`src/rtl/l2_block_bridge_pkg.sv`:
```
// Shared bus types for the coherence controller's L2 port and the block bridge FSM encoding.
package l2_block_bridge_pkg;

    typedef enum logic [1:0] {
        L2_FREE   = 2'd0,
        L2_BUSY   = 2'd1,
        L2_ACCESS = 2'd2,
        L2_ERROR  = 2'd3
    } l2_state_t;

    localparam logic [1:0] ST_IDLE   = 2'd0;
    localparam logic [1:0] ST_XFER   = 2'd1;
    localparam logic [1:0] ST_ACCESS = 2'd2;
    localparam logic [1:0] ST_ERROR  = 2'd3;

    function automatic l2_state_t state_to_l2(input logic [1:0] st);
        l2_state_t s;
        case (st)
            ST_IDLE:   s = L2_FREE;
            ST_XFER:   s = L2_BUSY;
            ST_ACCESS: s = L2_ACCESS;
            default:   s = L2_ERROR;
        endcase
        return s;
    endfunction

endpackage

```
`src/rtl/bus_watchdog.sv`:
```
// Saturating busy-cycle counter; flags the stalled cycle that brings the count to TIMEOUT.
module bus_watchdog #(
    parameter int unsigned TIMEOUT = 25
) (
    input  logic i_clk,
    input  logic i_rst,
    input  logic i_clr,
    input  logic i_inc,
    output logic o_expired
);

    localparam int unsigned CNT_W = $clog2(TIMEOUT + 1);

    logic [CNT_W-1:0] r_count;

    always_ff @(posedge i_clk or posedge i_rst) begin
        if (i_rst) begin
            r_count <= '0;
        end else if (i_clr) begin
            r_count <= '0;
        end else if (i_inc && (r_count != CNT_W'(TIMEOUT))) begin
            r_count <= r_count + 1'b1;
        end
    end

    // Combinational so the owner can leave on the same edge the count hits TIMEOUT.
    assign o_expired = i_inc && (r_count >= CNT_W'(TIMEOUT - 1));

endmodule

```
`src/rtl/l2_block_bridge.sv`:
```
// Serialises block-granular L2 loads/stores into single-word memory bus transactions.
module l2_block_bridge
    import l2_block_bridge_pkg::*;
#(
    parameter int unsigned BLOCK_SIZE_WORDS = 2,
    parameter int unsigned WORD_W           = 32,
    parameter int unsigned ADDR_W           = 32,
    parameter int unsigned TIMEOUT          = 25
) (
    input  logic                               CLK,
    input  logic                               RST,
    input  logic                               l2_load,
    input  logic                               l2_store,
    input  logic [ADDR_W-1:0]                  l2_addr,
    input  logic [BLOCK_SIZE_WORDS*WORD_W-1:0] l2_store_value,
    output logic [BLOCK_SIZE_WORDS*WORD_W-1:0] l2_load_value,
    output l2_state_t                          l2_state,
    output logic [ADDR_W-1:0]                  mem_addr,
    output logic [WORD_W-1:0]                  mem_wdata,
    output logic                               mem_ren,
    output logic                               mem_wen,
    output logic [WORD_W/8-1:0]                mem_byte_en,
    input  logic [WORD_W-1:0]                  mem_rdata,
    input  logic                               mem_busy
);

    localparam int unsigned BYTES_PER_WORD = WORD_W / 8;
    localparam int unsigned BLOCK_BYTES    = BLOCK_SIZE_WORDS * BYTES_PER_WORD;
    localparam int unsigned OFFSET_W       = $clog2(BLOCK_BYTES);
    localparam int unsigned IDX_W          = (BLOCK_SIZE_WORDS > 1) ? $clog2(BLOCK_SIZE_WORDS) : 1;
    localparam int unsigned BYTE_SHIFT     = $clog2(BYTES_PER_WORD);
    localparam logic [IDX_W-1:0]  LAST_IDX  = IDX_W'(BLOCK_SIZE_WORDS - 1);
    localparam logic [ADDR_W-1:0] BASE_MASK = {ADDR_W{1'b1}} << OFFSET_W;

    logic [1:0]                               r_state;
    logic [1:0]                               w_state_d;
    logic                                     r_op_load;
    logic [ADDR_W-1:0]                        r_base;
    logic [IDX_W-1:0]                         r_idx;
    logic [BLOCK_SIZE_WORDS-1:0][WORD_W-1:0]  r_wblk;
    logic [BLOCK_SIZE_WORDS-1:0][WORD_W-1:0]  r_lbuf;

    logic w_xfer;
    logic w_done;
    logic w_stall;
    logic w_last;
    logic w_accept;
    logic w_req_held;
    logic w_wd_expired;

    assign w_xfer     = (r_state == ST_XFER);
    assign w_done     = w_xfer && !mem_busy;
    assign w_stall    = w_xfer && mem_busy;
    assign w_last     = (r_idx == LAST_IDX);
    assign w_accept   = (r_state == ST_IDLE) && (l2_load ^ l2_store);
    assign w_req_held = r_op_load ? l2_load : l2_store;

    bus_watchdog #(
        .TIMEOUT (TIMEOUT)
    ) u_watchdog (
        .i_clk     (CLK),
        .i_rst     (RST),
        .i_clr     (w_accept || w_done),
        .i_inc     (w_stall),
        .o_expired (w_wd_expired)
    );

    always_comb begin
        w_state_d = r_state;
        case (r_state)
            ST_IDLE: begin
                if (l2_load && l2_store) begin
                    w_state_d = ST_ERROR;
                end else if (l2_load || l2_store) begin
                    w_state_d = ST_XFER;
                end
            end
            ST_XFER: begin
                if (w_done && w_last) begin
                    w_state_d = ST_ACCESS;
                end else if (w_wd_expired) begin
                    w_state_d = ST_ERROR;
                end
            end
            // 4-phase handshake: wait for the controller to drop the line we served.
            ST_ACCESS: begin
                if (!w_req_held) begin
                    w_state_d = ST_IDLE;
                end
            end
            ST_ERROR: begin
                if (!l2_load && !l2_store) begin
                    w_state_d = ST_IDLE;
                end
            end
            default: w_state_d = ST_IDLE;
        endcase
    end

    always_ff @(posedge CLK or posedge RST) begin
        if (RST) begin
            r_state   <= ST_IDLE;
            r_op_load <= 1'b0;
            r_base    <= '0;
            r_idx     <= '0;
            r_wblk    <= '0;
            r_lbuf    <= '0;
        end else begin
            r_state <= w_state_d;
            if (w_accept) begin
                r_op_load <= l2_load;
                r_base    <= l2_addr & BASE_MASK;
                r_wblk    <= l2_store_value;
                r_idx     <= '0;
            end
            if (w_done) begin
                if (r_op_load) begin
                    r_lbuf[r_idx] <= mem_rdata;
                end
                if (!w_last) begin
                    r_idx <= r_idx + 1'b1;
                end
            end
        end
    end

    // Base is block aligned, so OR-ing in the word offset never carries out of the block.
    assign mem_addr      = r_base | (ADDR_W'(r_idx) << BYTE_SHIFT);
    assign mem_wdata     = r_wblk[r_idx];
    assign mem_ren       = w_xfer && r_op_load;
    assign mem_wen       = w_xfer && !r_op_load;
    assign mem_byte_en   = {BYTES_PER_WORD{mem_ren || mem_wen}};
    assign l2_load_value = r_lbuf;
    assign l2_state      = state_to_l2(r_state);

endmodule

```
`config.mk`:
```
export PLATFORM = sky130hd
export DESIGN_NAME = l2_block_bridge
export DESIGN_NICKNAME = d
export VERILOG_FILES = /design/src/rtl/l2_block_bridge_pkg.sv /design/src/rtl/bus_watchdog.sv /design/src/rtl/l2_block_bridge.sv
export SDC_FILE = /design/constraint.sdc
export NUM_CORES = 1
export LEC_CHECK = 0
export BUFFER_PORTS_ARGS = -buffer_cell sky130_fd_sc_hd__clkbuf_2
export CAP_MARGIN = 30
export CORE_ASPECT_RATIO = 0.8
export CORE_MARGIN = 3
export CORE_UTILIZATION = 51
export CTS_BUF_LIST = sky130_fd_sc_hd__clkbuf_4 sky130_fd_sc_hd__clkbuf_8
export DETAILED_ROUTE_END_ITERATION = 7
export GPL_ROUTABILITY_DRIVEN = 0
export MAX_ROUTING_LAYER = met4
export PLACE_DENSITY = 0.82
export REMOVE_ABC_BUFFERS = 1
export SYNTH_ARGS = -nofsm -noshare
export SYNTH_HDL_FRONTEND = slang
export SYNTH_SLANG_ARGS = --single-unit
```
`constraint.sdc`:
```
create_clock -name CLK -period 5.75 [get_ports CLK]
set_input_delay 0.575 -clock CLK [delete_from_list [all_inputs] [get_ports CLK]]
set_output_delay 0.575 -clock CLK [all_outputs]
set_load 0.005 [all_outputs]
```
* Yosys cells after proc, flatten, opt, wreduce, memory -nomap -nowiden
Index checks and enable logic that the tools add are counted.
** Word-level totals
- Word-level logic and storage cells :: 65
- Input port bits :: 133
- Output and inout port bits :: 136
- Bits in registers :: 166
** Cells by class
- $add $sub $neg :: 2
- Mux-type cells :: 19
- Reduce and logical (&&, ||, !) cells :: 22
- Eq/ne operators :: 8
- Bitwise gates (word level) :: 2
- Order comparisons :: 3
** Operators with widths (count)
- 32-bit two-way mux :: 3
- 64-bit bitwise mux :: 1
- 32-bit demux with 1-bit select :: 1
- 32-bit by 3-bit OR with 32-bit output :: 1
- 2-bit two-way mux :: 6
- 1-bit logical AND :: 11
- 5-bit two-way mux :: 2
- 2-bit one-hot mux with 4 select lines :: 1
- 3-bit by 1-bit != test with 1-bit output, second input constant :: 2
- 2-bit one-hot mux with 3 select lines :: 1
- 5-bit by 1-bit adder with 5-bit output, second input constant :: 1
- 5-bit >= comparator, second input constant :: 1
- 5-bit != test, second input constant :: 1
- 2-bit equality test, second input constant :: 2
- 1-bit logical NOT :: 4
- 1-bit two-way mux :: 4
- 2-bit != test, second input constant :: 2
- 4-bit AND reduction :: 1
- 1-bit logical OR :: 3
- 2-bit by 1-bit equality test with 1-bit output, second input constant :: 1
- 2-bit logical NOT :: 1
- 1-bit by 2-bit < comparator with 1-bit output, second input constant :: 1
- 2-bit AND reduction :: 1
- 2-bit nonzero test :: 1
- 3 further kinds :: 3

* Longest topological paths before layout
- Depth in word-level cells :: 6
- Mapped depth :: 7
- Gate-level depth less buffers :: 6

* Hierarchy
From an unflattened synthesis, not the netlist that was laid out.
** Unflattened totals
- Cells, all modules :: 441
- Area total of the unflattened synthesis :: 7125.6 um^2
** By module, submodules not included
- l2_block_bridge :: area an instance 6811.5 um^2, cells an instance 411, instances 1, seq. area each 4028.9 um^2
- bus_watchdog :: area an instance 314.1 um^2, cells an instance 30, instances 1, seq. area each 125.1 um^2

* Worst setup path before layout
No wires, ideal clock.
- Path kind :: reg2out
- Start point :: register r_idx
- End point :: output mem_wdata[0]
- Data required time :: 5175 ps
- Slack :: 3972 ps
- Path buffers :: 2
- Arrival :: 1203 ps
- Cell stages (with the launch flop) :: 4
- Cells stage by stage :: dfrtp_1 > buf_2 > buf_1 > mux2_2
** On the way
- Cells in the longest elaborated chain, start to end :: 2
** RTL lines
- from (decl) :: RTL line l2_block_bridge.sv:39 : logic [IDX_W-1:0] r_idx;
- from (signal assigned) :: RTL line l2_block_bridge.sv:121 : r_idx <= r_idx + 1'b1;
- 32-bit two-way mux (not written as such) (2 in a row) :: RTL line l2_block_bridge.sv:129 : assign mem_wdata = r_wblk[r_idx];
- to (decl) :: RTL line l2_block_bridge.sv:19 : output logic [WORD_W-1:0] mem_wdata,
No other way between the ends. The select of a mux whose other input is x is not followed.

* Worst setup path in the final report
- Start point :: register r_idx
- End point :: output mem_wdata[21]
The elaborated chain is that of the path after synthesis.

==> summary.md <==
| Metric | Value |
|---|---|
| Status | finished clean |
| Peak Freq | 361 MHz |
| Worst rel slew slack | 0.356 |
| Pwr dens | a little over 500 mW/mm^2 |
| CORE AREA | 0.0136 sq mm |
| Clock latency on the worst-skew pair | roughly 0.45 ns |
| Port Buffer Count | between 200 and 300 |
| Sequential-to-total area share from yosys stat | 0.578 |
| DP Area | between 0.008 and 0.009 sq mm |
| CP arrival | 2.20 ns |
| Synth-to-Final Area Change | 23.7% |
| Tightest hold margin | 0.309 ns |
| Fill cells | about 1100 |
| Total grt overflow | 0 |
| Count of final hold-check violations | 0 |
| Die height | 112 microns |
| Post-Route Setup TNS | 0 ns |
| First-pass GRT wire length | 25900 microns |
| Rows | 38 |
| Mean number of vias per cell | about 4.8 |
| Syn avg cell area | roughly 11 sq um |
| Final ANT Viol Nets | 0 |
| Max FO, Critical Path | 20 |
| DP Cell Count | 1043 |
| # diodes | 0 |
| Top_reg_cell synth | dfrtp_1 |
| Final period util | 0.482 |
| Max Cap Viol | 0 |
| Hpwl dp | between 10000 and 15000 microns |
| Footprint of the multi-input gates | around 0.0027 sq mm |
| Fin. max-slew vios | 0 |
| Leak Pwr | ~5.1 nW |
| CTS Buf Count | 17 |
| CTS tree | done |
| Die ar. | 0.0156 sq mm |
| EDFF count, synth | 0 |
| Die width | 139 microns |
| Clock Skew | 0.0128 ns |
| Mapped Cells | ~640 |
| Top-count cell post-synth | nand2_1 |
| Mapped Area | about 0.0072 sq mm |
| Slowest CP cell | dfrtp_1 |
| Slew @ Worst Pin | between 0.9 and 1 ns |
| Iter 0 DRT Violations | a little under 300 |
| Starting Density | 0.526 |
| Slowest Stage Delay on Critical Path | between 0.8 and 0.9 ns |
| CTS sink cnt | about 170 |
| DR pass1 iterations | 4 |
| Fin cells | ~1100 |
| Yosys reg bits | ~170 |
| Worst path cell trace | buf_4, mux2_2, clkbuf_2 |
| GRT Overall Usage | 0.214 |
| FF+latch area | between 0.004 and 0.005 sq mm |
| IO Pins | between 200 and 300 |
| Nets | about 1000 |
| Number of remaining DRC errors | 0 |
| Worst-case clock buffer depth | 2 |
| Pin count of the biggest net entering global routing | 108 |
| Setup CP Type | reg -> out |
| Type of origin of the critical path | flop |
| Async set or reset register ratio after synthesis | 1.00 |
| Crit end category | output pin |
| Worst EP required | 5.18 ns |
| Setup-failing EPs final | 0 |
| Cts repair resizes | 0 |
| Share of cells above drive strength 1 | 0.449 |
| Worst vdd ir | approximately 0.36 mV |
| Routed WL | ~16000 microns |
| Min-delay worst type | in -> reg |
| Final core occ | 0.651 |
| Yosys warns | 0 |
| Dominant cell type by area after synthesis | dfrtp_1 |
| Htree depth | 4 |
| CTS root buf | clkbuf_8 |
| Post-route cell area | 0.00888 sq mm |
| Vias in the first global route | just over 5000 |
| Synth unique cells | 36 |
| Post-synth top cells | 283 x nand2_1, 166 x dfrtp_1, 60 x mux2_4 |
| Clock slew at reported path FFs | 0.10 ns |
| Min Tclk post-route | ~2.8 ns |
| Unrepaired setup endpoints after global routing | no |
| Synth top area cells | dfrtp_1 58%, nand2_1 15%, mux2_4 13%, mux2_2 5.6%, buf_6 0.94% |
| Yosys top cell area share | 0.578 |
| Average wire per standard cell | ~15 microns |
| Initial antenna violation count | 0 |
| Routed vias | a little over 5000 |
metal layers:
layer	GRT usage	vias to the layer above	share of wire
met1	0.286	2416	0.45
met5	-	-	0
met2	0.329	170	0.47
met4	0.0737	0	0.022
li1	-	2511	-
met3	0.0481	25	0.050
area by class of cell:
class,count,area share
timing repair buffer,269,0.156
tap,180,0.0254
inverter,6,0.00310
multi-input combinational,424,0.307
sequential,166,0.468
clock inverter,15,0.0149
clock buffer,17,0.0263
registers in the layout, indices dropped and copies added, names as in the netlist:
register / count
r_base: 29
u_watchdog.r_count: 5
r_state: 2
l2_load_value: 64
r_wblk: 64
r_idx: 1
r_op_load: 1
final timing paths:
path                                 start                end  slack, ns  depth (start not counted)
worst max register to register       r_idx  l2_load_value[63]       3.06                          4
min in group asynchronous              RST         r_wblk[61]       0.57                          3
worst min-delay path            l2_addr[9]          r_base[9]       0.31                          3
worst min register to register  r_wblk[61]         r_wblk[61]       0.47                          2
max in group asynchronous              RST         r_wblk[40]       3.82                          5
worst max-delay path                 r_idx      mem_wdata[21]       2.98                          3
repair_timing:
| action | CTS | global route |
|---|---|---|
| hold buffers | 0 | 1 |
| buffers inserted | 0 | 0 |
| endpoints found under the hold margin | 0 | 5 |
cells by family (layout without fill, tap and decap cells):
family | after synthesis | in the layout | share of synthesized area
DFF | 166 | 166 | 0.578
adders and majority gates | 5 | 5 | 0.00871
other | 1 | 2 | 0.000522
muxes | 98 | 98 | 0.185
AOI/OAI and AO/OA | 14 | 14 | 0.0146
buffers and inverters | 48 | 307 | 0.0437
and+or+nand+nor | 303 | 303 | 0.167
xor gates and xnor gates | 2 | 2 | 0.00244
power by group:
| part | leakage, nW | internal (mW) | switching, mW |
|---|---|---|---|
| registers | 2.09 | 1.70 | 0.342 |
| logic | 2.78 | 0.983 | 0.796 |
| clock network | 0.190 | 0.319 | 0.471 |
critical path, delay by kind of cell, from the launching register on:
| family | cells | cell delay (ns) |
|---|---|---|
| buffers and inverters | 2 | 0.55 |
| flip-flops | 1 | 0.83 |
| multiplexers | 1 | 0.38 |
through the flow:
stage               power, mW  setup WS, ns
finish                   4.61          2.98
global route             4.96          2.83
CTS                      4.67          2.91
detailed placement       3.86          2.91
global placement         3.79          2.97
floorplan                3.05         0.685
cell usage in the layout (no fill, tap or decap), types with 3 or more instances in the layout:
cell / n
ha_1: 5
dfrtp_1: 166
nor2_1: 4
inv_8: 4
buf_4: 4
clkbuf_2: 263
inv_1: 5
nand2b_1: 3
mux2_2: 36
mux2_4: 60
inv_6: 8
clkbuf_8: 17
nand2_1: 283
nand3_1: 5
(Power assumes the default switching activity.)
